[src/rtl/wc_pkg.sv]
// Shared constants and state encoding for the Winograd tile-stream adapter.
package wc_pkg;

   localparam int WC_DW   = 10;
   localparam int WC_TILE = 8;
   localparam int WC_NOUT = 5;
   localparam int WC_FILT = 4;

   typedef enum logic [1:0] {
      FILL  = 2'd0,
      PAD   = 2'd1,
      WAIT  = 2'd2,
      DRAIN = 2'd3
   } wc_ts_state_t;

endpackage

[src/rtl/wc_win_shift.sv]
// TILE x DW sample window. Newest sample enters at the low end; the oldest
// falls off the top. Clear combined with shift restarts the window with a
// single sample.
module wc_win_shift
   import wc_pkg::*;
#(
   parameter int TILE = WC_TILE,
   parameter int DW   = WC_DW
) (
   input  logic                 clk,
   input  logic                 rst,
   input  logic                 i_clr,
   input  logic                 i_shift,
   input  logic                 i_zero,
   input  logic [DW-1:0]        i_data,
   output logic [TILE*DW-1:0]   o_win
);

   logic [TILE*DW-1:0] r_win;
   logic [TILE*DW-1:0] w_base;
   logic [DW-1:0]      w_in;

   // select what the shift starts from and what enters at the bottom
   always_comb begin
      w_base = i_clr  ? '0 : r_win;
      w_in   = i_zero ? {DW{1'b0}} : i_data;
   end

   // window register: shift, clear, or hold
   always_ff @(posedge clk) begin
      if (!rst)
         r_win <= '0;
      else if (i_shift)
         r_win <= {w_base[TILE*DW-DW-1:0], w_in};
      else if (i_clr)
         r_win <= '0;
   end

   assign o_win = r_win;

endmodule

[src/rtl/wc_tile_stream.sv]
// Stream adapter feeding the 8-in/5-out Winograd core: builds overlapping
// tiles (stride 5) on D, holds them for WC_LAT cycles, captures Z and
// serializes the five results with valid/ready.
// Optional feature macro: WC_TILE_STREAM_PAD_EN (zero-pad a short row tail
// flagged by s_last; without it s_last is ignored).
module wc_tile_stream
   import wc_pkg::*;
#(
   parameter int DW     = WC_DW,
   parameter int TILE   = WC_TILE,
   parameter int NOUT   = WC_NOUT,
   parameter int WC_LAT = 6
) (
   input  logic                 clk,
   input  logic                 rst,
   input  logic [DW-1:0]        s_data,
   input  logic                 s_valid,
   output logic                 s_ready,
   input  logic                 s_first,
   input  logic                 s_last,
   output logic [TILE*DW-1:0]   D,
   input  logic [NOUT*DW-1:0]   Z,
   output logic [DW-1:0]        m_data,
   output logic                 m_valid,
   input  logic                 m_ready,
   output logic                 m_last
);

   localparam int CW = $clog2(TILE + 1);
   localparam int LW = (WC_LAT > 1) ? $clog2(WC_LAT) : 1;
   localparam int KW = (NOUT > 1) ? $clog2(NOUT) : 1;

   wc_ts_state_t        r_state, w_nxt;
   logic [CW-1:0]       r_cnt;        // samples taken since the tile started
   logic                r_need8;      // 1: full 8-sample fill, 0: 5-sample stride fill
   logic [LW-1:0]       r_lat;
   logic [KW-1:0]       r_k;
   logic [NOUT*DW-1:0]  r_hold;

   logic                w_acc;
   logic [CW-1:0]       w_need, w_need_eff, w_cnt_nxt;
   logic                w_shift, w_zero, w_clr;

`ifdef WC_TILE_STREAM_PAD_EN
   logic                r_pad_nxt;    // row ended in this tile: next tile starts fresh
`else
   logic                w_unused_last;
   assign w_unused_last = s_last;
`endif

   // handshake qualifiers and fill targets
   always_comb begin
      s_ready    = (r_state == FILL) & rst;
      w_acc      = s_valid & s_ready;
      w_need     = r_need8 ? CW'(TILE) : CW'(NOUT);
      w_need_eff = s_first ? CW'(TILE) : w_need;
      w_cnt_nxt  = s_first ? CW'(1) : r_cnt + CW'(1);
   end

   // next-state and window control
   always_comb begin
      w_nxt   = r_state;
      w_shift = 1'b0;
      w_zero  = 1'b0;
      w_clr   = 1'b0;
      case (r_state)
         FILL: if (w_acc) begin
            w_shift = 1'b1;
            w_clr   = s_first;
            if (w_cnt_nxt == w_need_eff)
               w_nxt = WAIT;
`ifdef WC_TILE_STREAM_PAD_EN
            else if (s_last)
               w_nxt = PAD;
`endif
         end
`ifdef WC_TILE_STREAM_PAD_EN
         PAD: begin
            w_shift = 1'b1;
            w_zero  = 1'b1;
            if (r_cnt + CW'(1) == w_need)
               w_nxt = WAIT;
         end
`endif
         WAIT:    if (r_lat == LW'(WC_LAT - 1)) w_nxt = DRAIN;
         DRAIN:   if (m_ready && r_k == KW'(NOUT - 1)) w_nxt = FILL;
         default: w_nxt = FILL;
      endcase
   end

   // state, counters and result hold register
   always_ff @(posedge clk) begin
      if (!rst) begin
         r_state <= FILL;
         r_cnt   <= '0;
         r_need8 <= 1'b1;
         r_lat   <= '0;
         r_k     <= '0;
         r_hold  <= '0;
`ifdef WC_TILE_STREAM_PAD_EN
         r_pad_nxt <= 1'b0;
`endif
      end else begin
         r_state <= w_nxt;
         case (r_state)
            FILL: if (w_acc) begin
               r_cnt <= w_cnt_nxt;
               if (s_first) r_need8 <= 1'b1;
`ifdef WC_TILE_STREAM_PAD_EN
               if (s_last) r_pad_nxt <= 1'b1;
`endif
            end
`ifdef WC_TILE_STREAM_PAD_EN
            PAD: r_cnt <= r_cnt + CW'(1);
`endif
            WAIT: begin
               if (r_lat == LW'(WC_LAT - 1)) begin
                  r_lat  <= '0;
                  r_hold <= Z;
               end else begin
                  r_lat <= r_lat + LW'(1);
               end
            end
            DRAIN: if (m_ready) begin
               if (r_k == KW'(NOUT - 1)) begin
                  // last 3 samples stay in the window as overlap unless the row ended
                  r_k   <= '0;
                  r_cnt <= '0;
`ifdef WC_TILE_STREAM_PAD_EN
                  r_need8   <= r_pad_nxt;
                  r_pad_nxt <= 1'b0;
`else
                  r_need8 <= 1'b0;
`endif
               end else begin
                  r_k <= r_k + KW'(1);
               end
            end
            default: ;
         endcase
      end
   end

   // output 0 lives in the top field of Z
   always_comb begin
      m_valid = (r_state == DRAIN);
      m_last  = m_valid && (r_k == KW'(NOUT - 1));
      m_data  = r_hold[(NOUT - 1 - int'(r_k)) * DW +: DW];
   end

   wc_win_shift #(.TILE(TILE), .DW(DW)) u_win (
      .clk     (clk),
      .rst     (rst),
      .i_clr   (w_clr),
      .i_shift (w_shift),
      .i_zero  (w_zero),
      .i_data  (s_data),
      .o_win   (D)
   );

endmodule

[config.mk]
export PLATFORM = sky130hd
export DESIGN_NAME = wc_tile_stream
export DESIGN_NICKNAME = d
export VERILOG_FILES = /design/src/rtl/wc_pkg.sv /design/src/rtl/wc_win_shift.sv /design/src/rtl/wc_tile_stream.sv
export SDC_FILE = /design/constraint.sdc
export NUM_CORES = 1
export LEC_CHECK = 0
export ABC_AREA = 1
export ABC_CLOCK_PERIOD_IN_PS = 5000
export CAP_MARGIN = 40
export CORE_ASPECT_RATIO = 0.6
export CORE_MARGIN = 2
export CORE_UTILIZATION = 50
export CTS_BUF_LIST = sky130_fd_sc_hd__clkbuf_8
export CTS_CLUSTER_DIAMETER = 40
export DETAILED_ROUTE_END_ITERATION = 12
export GPL_TIMING_DRIVEN = 1
export PLACE_DENSITY = 0.9
export SETUP_SLACK_MARGIN = 0.05
export SLEW_MARGIN = 20
export SYNTH_ARGS = -nofsm -noshare
export SYNTH_HDL_FRONTEND = slang
export SYNTH_SLANG_ARGS = --single-unit
[constraint.sdc]
create_clock -name clk -period 5 [get_ports clk]
set_input_delay 0.75 -clock clk [delete_from_list [all_inputs] [get_ports clk]]
set_output_delay 0.75 -clock clk [all_outputs]
set_load 0.03 [all_outputs]
# Yosys cells after proc, flatten, opt, wreduce, memory -nomap -nowiden
# Index checks and enable logic that the tools add are counted.
# totals
reg_bits	143
in_bits	66
output_inout_bits	93
# classes
add_sub_neg	4
mul	1
eq_ne	12
shifts	1
muxes	25
n_bitwise	2
reduce_logical	10
# op_table
cell	n
80-bit two-way mux	2
50-bit by 9-bit indexed part select with 10-bit output	1
4-bit two-way mux	6
4-bit by 4-bit multiplier with 8-bit output, second input constant	1
1-bit two-way mux	8
2-bit two-way mux	4
2-bit by 1-bit inequality test with 1-bit output, second input constant	4
4-bit one-hot mux with 2 select lines	1
4-bit AND reduction	2
3-bit by 1-bit adder with 3-bit output, second input constant	2
3-bit equality test, second input constant	2
3-bit two-way mux	2
2-bit inequality test, second input constant	3
2-bit one-hot mux with 3 select lines	1
5-bit AND reduction	1
4-bit by 1-bit adder with 4-bit output, second input constant	1
2-bit equality test, second input constant	2
4-bit equality test	1
2-bit AND reduction	2
2-bit nonzero test	2
3-bit by 3-bit subtractor with 4-bit output, first input constant	1
1-bit bitwise AND	2
1-bit logical AND	2
2-bit zero test	1
1-bit one-hot mux with 2 select lines	1

# Longest topological paths before layout
# Gate-level depths: netlist of run 1.
# depth
depth_word	7
depth_mapped	24
ltp_nobuf	20

# By module
# From an unflattened synthesis of run 1, not the netlist that was laid out.
# hier_totals
cells_unflattened	1144
area_unflattened_um2	7658.6
# by_module_without_submodules
module	instances	cells_each	area_each_um2	seq_area_each_um2
wc_tile_stream	1	780	4611.9	1261.2
wc_win_shift	1	364	3046.7	1601.5

# Worst setup path before layout of run 1
# Ideal clock, no wire load.
# synth_timing
path_kind	flip-flop to output port
start	reg r_k[0]
end	out m_data[6]
arrival_time_ns	3.663
t_required_ns	4.250
path_slack_ns	0.587
stages_incl_launch_ff	16
path_cell_list	dfxtp_1 > buf_6 > inv_1 > buf_2 > buf_1 > ha_1 > ha_1 > ha_1 > fa_1 > clkbuf_1 > inv_1 > nor4_1 > inv_1 > nor2_1 > a32oi_1 > nand2_1
# synth_between
elab_chain_cells	3
# synth_rtl
element	line	text
start: declaration	wc_tile_stream.sv:37	logic [KW-1:0] r_k;
start signal: assignment	wc_tile_stream.sv:136	r_k <= r_k + KW'(1);
3-bit by 3-bit subtractor with 4-bit output	wc_tile_stream.sv:148	m_data = r_hold[(NOUT - 1 - int'(r_k)) * DW +: DW];
4-bit by 4-bit multiplier with 8-bit output	wc_tile_stream.sv:148	
50-bit by 9-bit indexed part select with 10-bit output	wc_tile_stream.sv:148	
end: declaration	wc_tile_stream.sv:23	output logic [DW-1:0] m_data,
# No other way between the ends.

# Worst setup path in the final report of run 1
# layout_timing
start	reg r_k[1]
end	out m_data[2]
# Same word-level chain as after synthesis.

==> results.ini, run 1 <==
[route]
drcViolationCount=0
firstDrtPassIters=6
post_drt_wl_per_cell_um=16.03
totalWireLength_mm=22.15
ant_nets=0
vias=7570
viasPerCell=5.478
drt_iter0_drc=754

[global_route]
antenna_found_initial=0
overflow=0
grt_max_degree=77
grtUsageMet3=0.06372
grt_pass1_vias=7018
grtUsageMet2=0.4143
grt_busiest_layer=met2
grt_usage=0.2781
gr-usage-met1=0.4051
grt_pass1_wl_mm=35.58

[clocking]
clockBufferDepth=2
clk_latency_ns=0.44
cts_hold_buffers=0
cts_made_buffers=17
clk_pin_slew_ns=0.11
root_buffer=clkbuf_8
cts_tree=built
cts.sinks=143
cts_htree_levels=4

[synthesis]
async_flop_share=0
syn_inst=1054
syn_avg_cell_area_um2=7.012
synth_common_cells=176 x nand2_1, 145 x nand3_1, 143 x dfxtp_1
yosysSeqAreaShare=0.3873
synthDistinctLibCells=42
yosysWarnings=0
synth_edf_count=0
synth_area_leader_cell=dfxtp_1
synth.top_cell.area_share=0.3873
synthesis.nets=1129
synth.most_common_cell=nand2_1
syn_area_um2=7391
synthFlopType=dfxtp_1
netlist_top_cells_area=dfxtp_1 39%, nand3_1 9.8%, nand2_1 8.9%
ys_ff_latch=143

[floorplanning]
initial_core_util=0.5110
fp.dieArea_um2=15800
ioPinCount=159
die_w_um=161.0
core-area_um2=14460
die_y_um=98.18
num_rows=34

[worst_hold_path]
worstHoldStart=r_hold[28]
hold_end=r_hold[28]
hp-class=flop to flop
whs_path_depth=2

[place]
dpl-instance-area_um2=8927
dp_cells=1349
hpwl_mm=15.47
io_buffers=157
dp_slack_ns=0.6581
place.gp.congestion=0.9135

[final_layout]
finalNetCount=1246
nFillCells=1258
multiInputGateArea_um2=3744
final_area_um2=9376
drive_gt1_frac=0.09459
finalNonFillerCells=1382
utilization=0.6483
n_antenna_cell=0
seq_area_um2=2864
syn2layout_area_growth_pct=26.87

[power]
p_leak_uw=0.003531
power.density_nw_per_um2=249.3
peakVddDrop_mv=0.1814

[run_status]
status=completed

[worst_setup_path]
criticalPathCategory=flop to primary output
r2r_slack_ns=2.72
regToRegEndpoint=u_win.o_win[77]
rr_startpoint=r_state[1]
cp_data_arrival_time_ns=3.99
crit_start=r_k[1]
cp.required_ns=4.25
crit_fanout=22
cp-end-kind=primary output
r2r_cells=9
startpoint_type=flop

[timing]
setup-violations-final=0
skew_ns=0.01887
finalWorstSetupSlack_ns=0.2624
fmax_ghz=0.2111
tns_ns=0
period_share=0.9475
period_minus_slack_ns=4.738
grt_setup_unrepaired=false
finalHoldViolations=0
finalMaxSlewViolations=0
relSlewSlack=0.4565
tightest_slew_ns=0.8143

[run]
maxCapViolCount=0

==> cell usage in the layout (no fill, tap or decap), types with 17 or more instances in the layout <==
| master | instances |
|---|---|
| nand2_1 | 174 |
| clkdlybuf4s50_1 | 146 |
| nand3_1 | 145 |
| dfxtp_1 | 142 |
| inv_1 | 115 |
| o21ai_0 | 100 |
| nor2_1 | 90 |
| a21oi_1 | 56 |
| o22ai_1 | 49 |
| buf_4 | 22 |
| clkbuf_8 | 17 |
==> worst max-delay path by stage <==
stage                end  slack (ns)  cells after the start
2_1_floorplan  m_data[6]        0.59                     15
3_3_place_gp   m_data[7]        0.73                     18
3_5_place_dp   m_data[7]        0.66                     18
4_1_cts        m_data[7]        0.14                     18
5_1_grt        m_data[8]        0.11                     21
6_report       m_data[2]        0.26                     17
==> final cells by class <==
type | count | share of cell area
Clock buffer | 17 | 0.02495
Clock inverter | 15 | 0.02055
Inverter | 118 | 0.04724
Multi-Input combinational cell | 721 | 0.3993
Sequential cell | 143 | 0.3054
Tap cell | 198 | 0.02642
Timing Repair Buffer | 170 | 0.1761
==> report_power, final <==
| group | switching [uW] | internal [uW] | leakage [uW] | total [uW] |
|---|---|---|---|---|
| sequential | 8.05 | 1150 | 0.00116 | 1160 |
| combinational | 89.5 | 80.4 | 0.00216 | 170 |
| clock | 534 | 473 | 0.000214 | 1010 |
==> per-stage QoR <==
stage	total power (uW)	hold WS (ns)
after floorplan	1262	0.4300
after global placement	1351	0.4441
after detailed placement	1356	0.4458
after CTS	2351	0.4604
after global routing	2415	0.4837
final	2337	0.4620
==> worst max-delay path, cell delays in order (launching register included) <==
cell,delay (ns)
dfxtp_1,0.43
inv_1,0.07
ha_1,0.19
ha_1,0.39
ha_1,0.37
ha_1,0.32
nand3_2,0.15
nand3_4,0.18
nand2_4,0.26
nor2_1,0.25
o21ai_1,0.12
or2_1,0.24
nand3_1,0.06
nand3_1,0.13
nand2_1,0.10
nand2_1,0.05
nand2_1,0.06
buf_4,0.15
==> logic make-up after synthesis <==
| group | synth area share |
|---|---|
| XOR/XNOR | 0.004910 |
| buffers and inverters | 0.1099 |
| AND/OR/NAND/NOR | 0.2871 |
| adder cells (fa/ha/maj) | 0.01625 |
| flip-flops | 0.3873 |
| AO/OA/AOI/OAI | 0.1945 |
==> per-layer routing <==
metal	vias to the layer above	share of wire
li1	3747	-
met3	31	0.096
met5	-	0
met1	3429	0.47
met4	0	0.017
met2	363	0.42
==> repair_timing <==
action | CTS | global route
buffers inserted | 0 | 0
setup endpoints to repair | 0 | 9
gates resized for setup | 0 | 2
==> registers in the layout, indices dropped and copies added (netlist names) <==
name         count
r_cnt            4
r_hold          50
r_k              3
r_lat            3
r_need8          1
r_state          2
u_win.o_win     80
No activity file was read; power rests on OpenSTA's default activity.
==> run 2, diff against run 1 <==
- CORE_MARGIN: 2 -> unset
==> run 2 against run 1 <==
Largest cell class unchanged; cell count shrank 0.51%; clock power shrank 12%; hold slack gained 0.0014 ns; total power fell by 5.0%; first-iteration DRC count up 11%; routed wire length fell by 2.1%; setup slack lost 0.052 ns; register-to-register slack got worse by 0.21 ns; via count grew 1.2%; combinational power barely moved.
==> results.ini, run 2 (synthesis gave the netlist of run 1 again) <==
[worst_setup_path]
critPathTopFamily=simple AND/OR/NAND/NOR gates
cp_data_arrival_time_ns=4.04  ; +0.05 ns
r2r_slack_ns=2.51  ; -0.21 ns
critical_path_depth=18  ; +1
critPathCapture=m_data[7]
regToRegEndpoint=u_win.o_win[27]
cp.buffers_inverters=2  ; unchanged
crit_start=r_k[0]
crit_chain=inv_1 -> ha_1 -> ha_1 -> ha_1 -> ha_1 -> nand3_2 -> nand2_4 -> nand2_2 -> nand2_8 -> nand3_1 -> nand3_1 -> nand3_1 -> a21oi_1 -> nand2_1 -> nand2_1 -> nand2_1 -> nand2_1 -> buf_4
criticalPathCategory=flop to primary output
startpoint_type=flop
slowest_stage=dfxtp_2
rr_startpoint=r_state[1]
cp.required_ns=4.25  ; about the same
cp-end-kind=primary output
r2r_cells=9  ; unchanged
critical_path.max_stage_delay_ns=0.40  ; -0.03 ns
crit_fanout=52  ; +140%

[run]
maxCapViolCount=0  ; unchanged

[timing]
period_share=0.9580  ; +0.01049
setup-violations-final=0  ; unchanged
period_minus_slack_ns=4.790  ; +0.05246 ns
finalHoldViolations=0  ; unchanged
tns_ns=0  ; unchanged
grt_setup_unrepaired=false
tightest_slew_ns=0.8121  ; -0.002218 ns
skew_ns=0.02358  ; +0.004708 ns
finalMaxSlewViolations=0  ; unchanged
hold_slack_ns=0.4634  ; +0.001367 ns
relSlewSlack=0.4580  ; +0.001480
fmax_ghz=0.2088  ; -1.1%

[final_layout]
finalNetCount=1245  ; -0.080%
drive_gt1_frac=0.09467  ; about the same
syn2layout_area_growth_pct=26.31
nFillCells=1253  ; -0.40%
final_common_cell=nand2_1
largest_register_ffs=80  ; unchanged
n_antenna_cell=0  ; unchanged
mostFrequentLayoutCells=174 x nand2_1, 146 x clkdlybuf4s50_1, 145 x nand3_1

[clocking]
cts_htree_levels=4  ; unchanged
clk_latency_ns=0.45  ; about the same
cts.sinks=143  ; unchanged
clockBufferDepth=2  ; unchanged
root_buffer=clkbuf_8
clk_pin_slew_ns=0.11  ; about the same
cts_made_buffers=17  ; unchanged
cts_tree=built
cts_hold_buffers=0  ; unchanged

[route]
met2WireLength_mm=8.849  ; -4.5%
drcViolationCount=0  ; unchanged
firstDrtPassIters=6  ; unchanged
wl_met1_mm=10.17  ; -2.0%
vias=7662  ; +1.2%
ant_nets=0  ; unchanged
highest_layer=met4
post_drt_wl_per_cell_um=15.77  ; -1.6%
viasPerCell=5.572  ; +1.7%
routed-wl-met3_mm=2.288  ; +7.5%
drt_iter0_drc=836  ; +11%
totalWireLength_mm=21.69  ; -2.1%

[global_route]
overflow=0  ; unchanged
grt_pass1_wl_mm=35.17  ; -1.2%
grt_pass1_vias=6909  ; -1.6%
antenna_found_initial=0  ; unchanged
grt_usage=0.2887  ; +0.01060
grt_max_degree=77  ; unchanged

[worst_hold_path]
hp-class=flop to flop
worstHoldStart=r_hold[28]

[floorplanning]
core-area_um2=14040  ; -2.9%
fp.dieArea_um2=15290  ; -3.3%
die_y_um=96.18  ; -2.0%
die_w_um=159.0  ; -1.2%
ioPinCount=159  ; unchanged
initial_core_util=0.5265  ; +0.01548
num_rows=33  ; -2.9%

[power]
power.density_nw_per_um2=237.9  ; -4.6%
peakVddDrop_mv=0.1648  ; -9.1%
p_leak_uw=0.003499  ; -0.91%
finalPower_uw=2221  ; -5.0%

[run_status]
status=completed

[place]
place.gp.congestion=0.9539  ; +4.4%
io_buffers=157  ; unchanged
hpwl_mm=15.21  ; -1.7%

-- run 2: changes by cell type in the layout (fill, tap and decap cells not counted), sizes merged --
cell / change
clkinvlp: +4
clkinv: +1
bufinv: -2
nand2: -1
inv: -4
clkbuf: +1
-- run 2: per-layer routing --
metal	track usage	up-vias
met2	0.4382	431
met4	0.08093	0
met1	0.4076	3457
met3	0.06807	35
li1	-	3739
met5	0	-
-- run 2: area by class of cell --
class / instances / area, um2 / area share
clock inverters: 14 / 128.9 / 0.01381
well taps: 192 / 240.2 / 0.02573
flip-flops and latches: 143 / 2864 / 0.3068
inverters: 118 / 442.9 / 0.04745
repair buffers: 170 / 1677 / 0.1796
clock buffers: 18 / 247.7 / 0.02654
multi-input cells: 720 / 3735 / 0.4001
-- run 2: how the worst min path moves through the flow --
stage,to,slack [ns],cells past startpoint
CTS,r_hold[36],0.47,2
global placement,r_hold[36],0.44,2
floorplan,r_hold[28],0.43,2
global route,r_hold[28],0.49,2
detailed placement,r_hold[36],0.45,2
finish,r_hold[28],0.46,2
-- run 2: worst min-delay path: stages, from the launching register on --
cell	delay (ns)
dfxtp_1	0.31
inv_1	0.06
a21oi_1	0.06
-- run 2: repair_timing --
action | in CTS | in global routing
buffers inserted | 0 | 0
endpoints found under the setup margin | 0 | 10
resized for setup | 0 | 3
-- run 2: report_power, final --
part	internal [uW]	switching, uW	leakage [uW]
Sequential	1150	7.97	0.00116
Combinational	81.8	89.0	0.00217
Clock	373	516	0.000175
-- run 2: stage by stage --
| step | instances | setup WS [ns] | instance area (um2) | utilization |
|---|---|---|---|---|
| 5_1_grt | 1375 | 0.07111 | 9335 | 0.6650 |
| 3_3_place_gp | 1341 | 0.7667 | 8905 | 0.6343 |
| 2_1_floorplan | 1054 | 0.5870 | 7391 | - |
| 6_report | 1375 | 0.2100 | 9335 | 0.6650 |
| 4_1_cts | 1375 | 0.1484 | 9321 | 0.6640 |
| 3_5_place_dp | 1343 | 0.6266 | 8945 | 0.6372 |
==> run 3, diff against run 2 <==
- HOLD_SLACK_MARGIN: unset -> 0.06
==> results of run 3 <==
Final layout, timing and power as in run 2 (identical DEF).
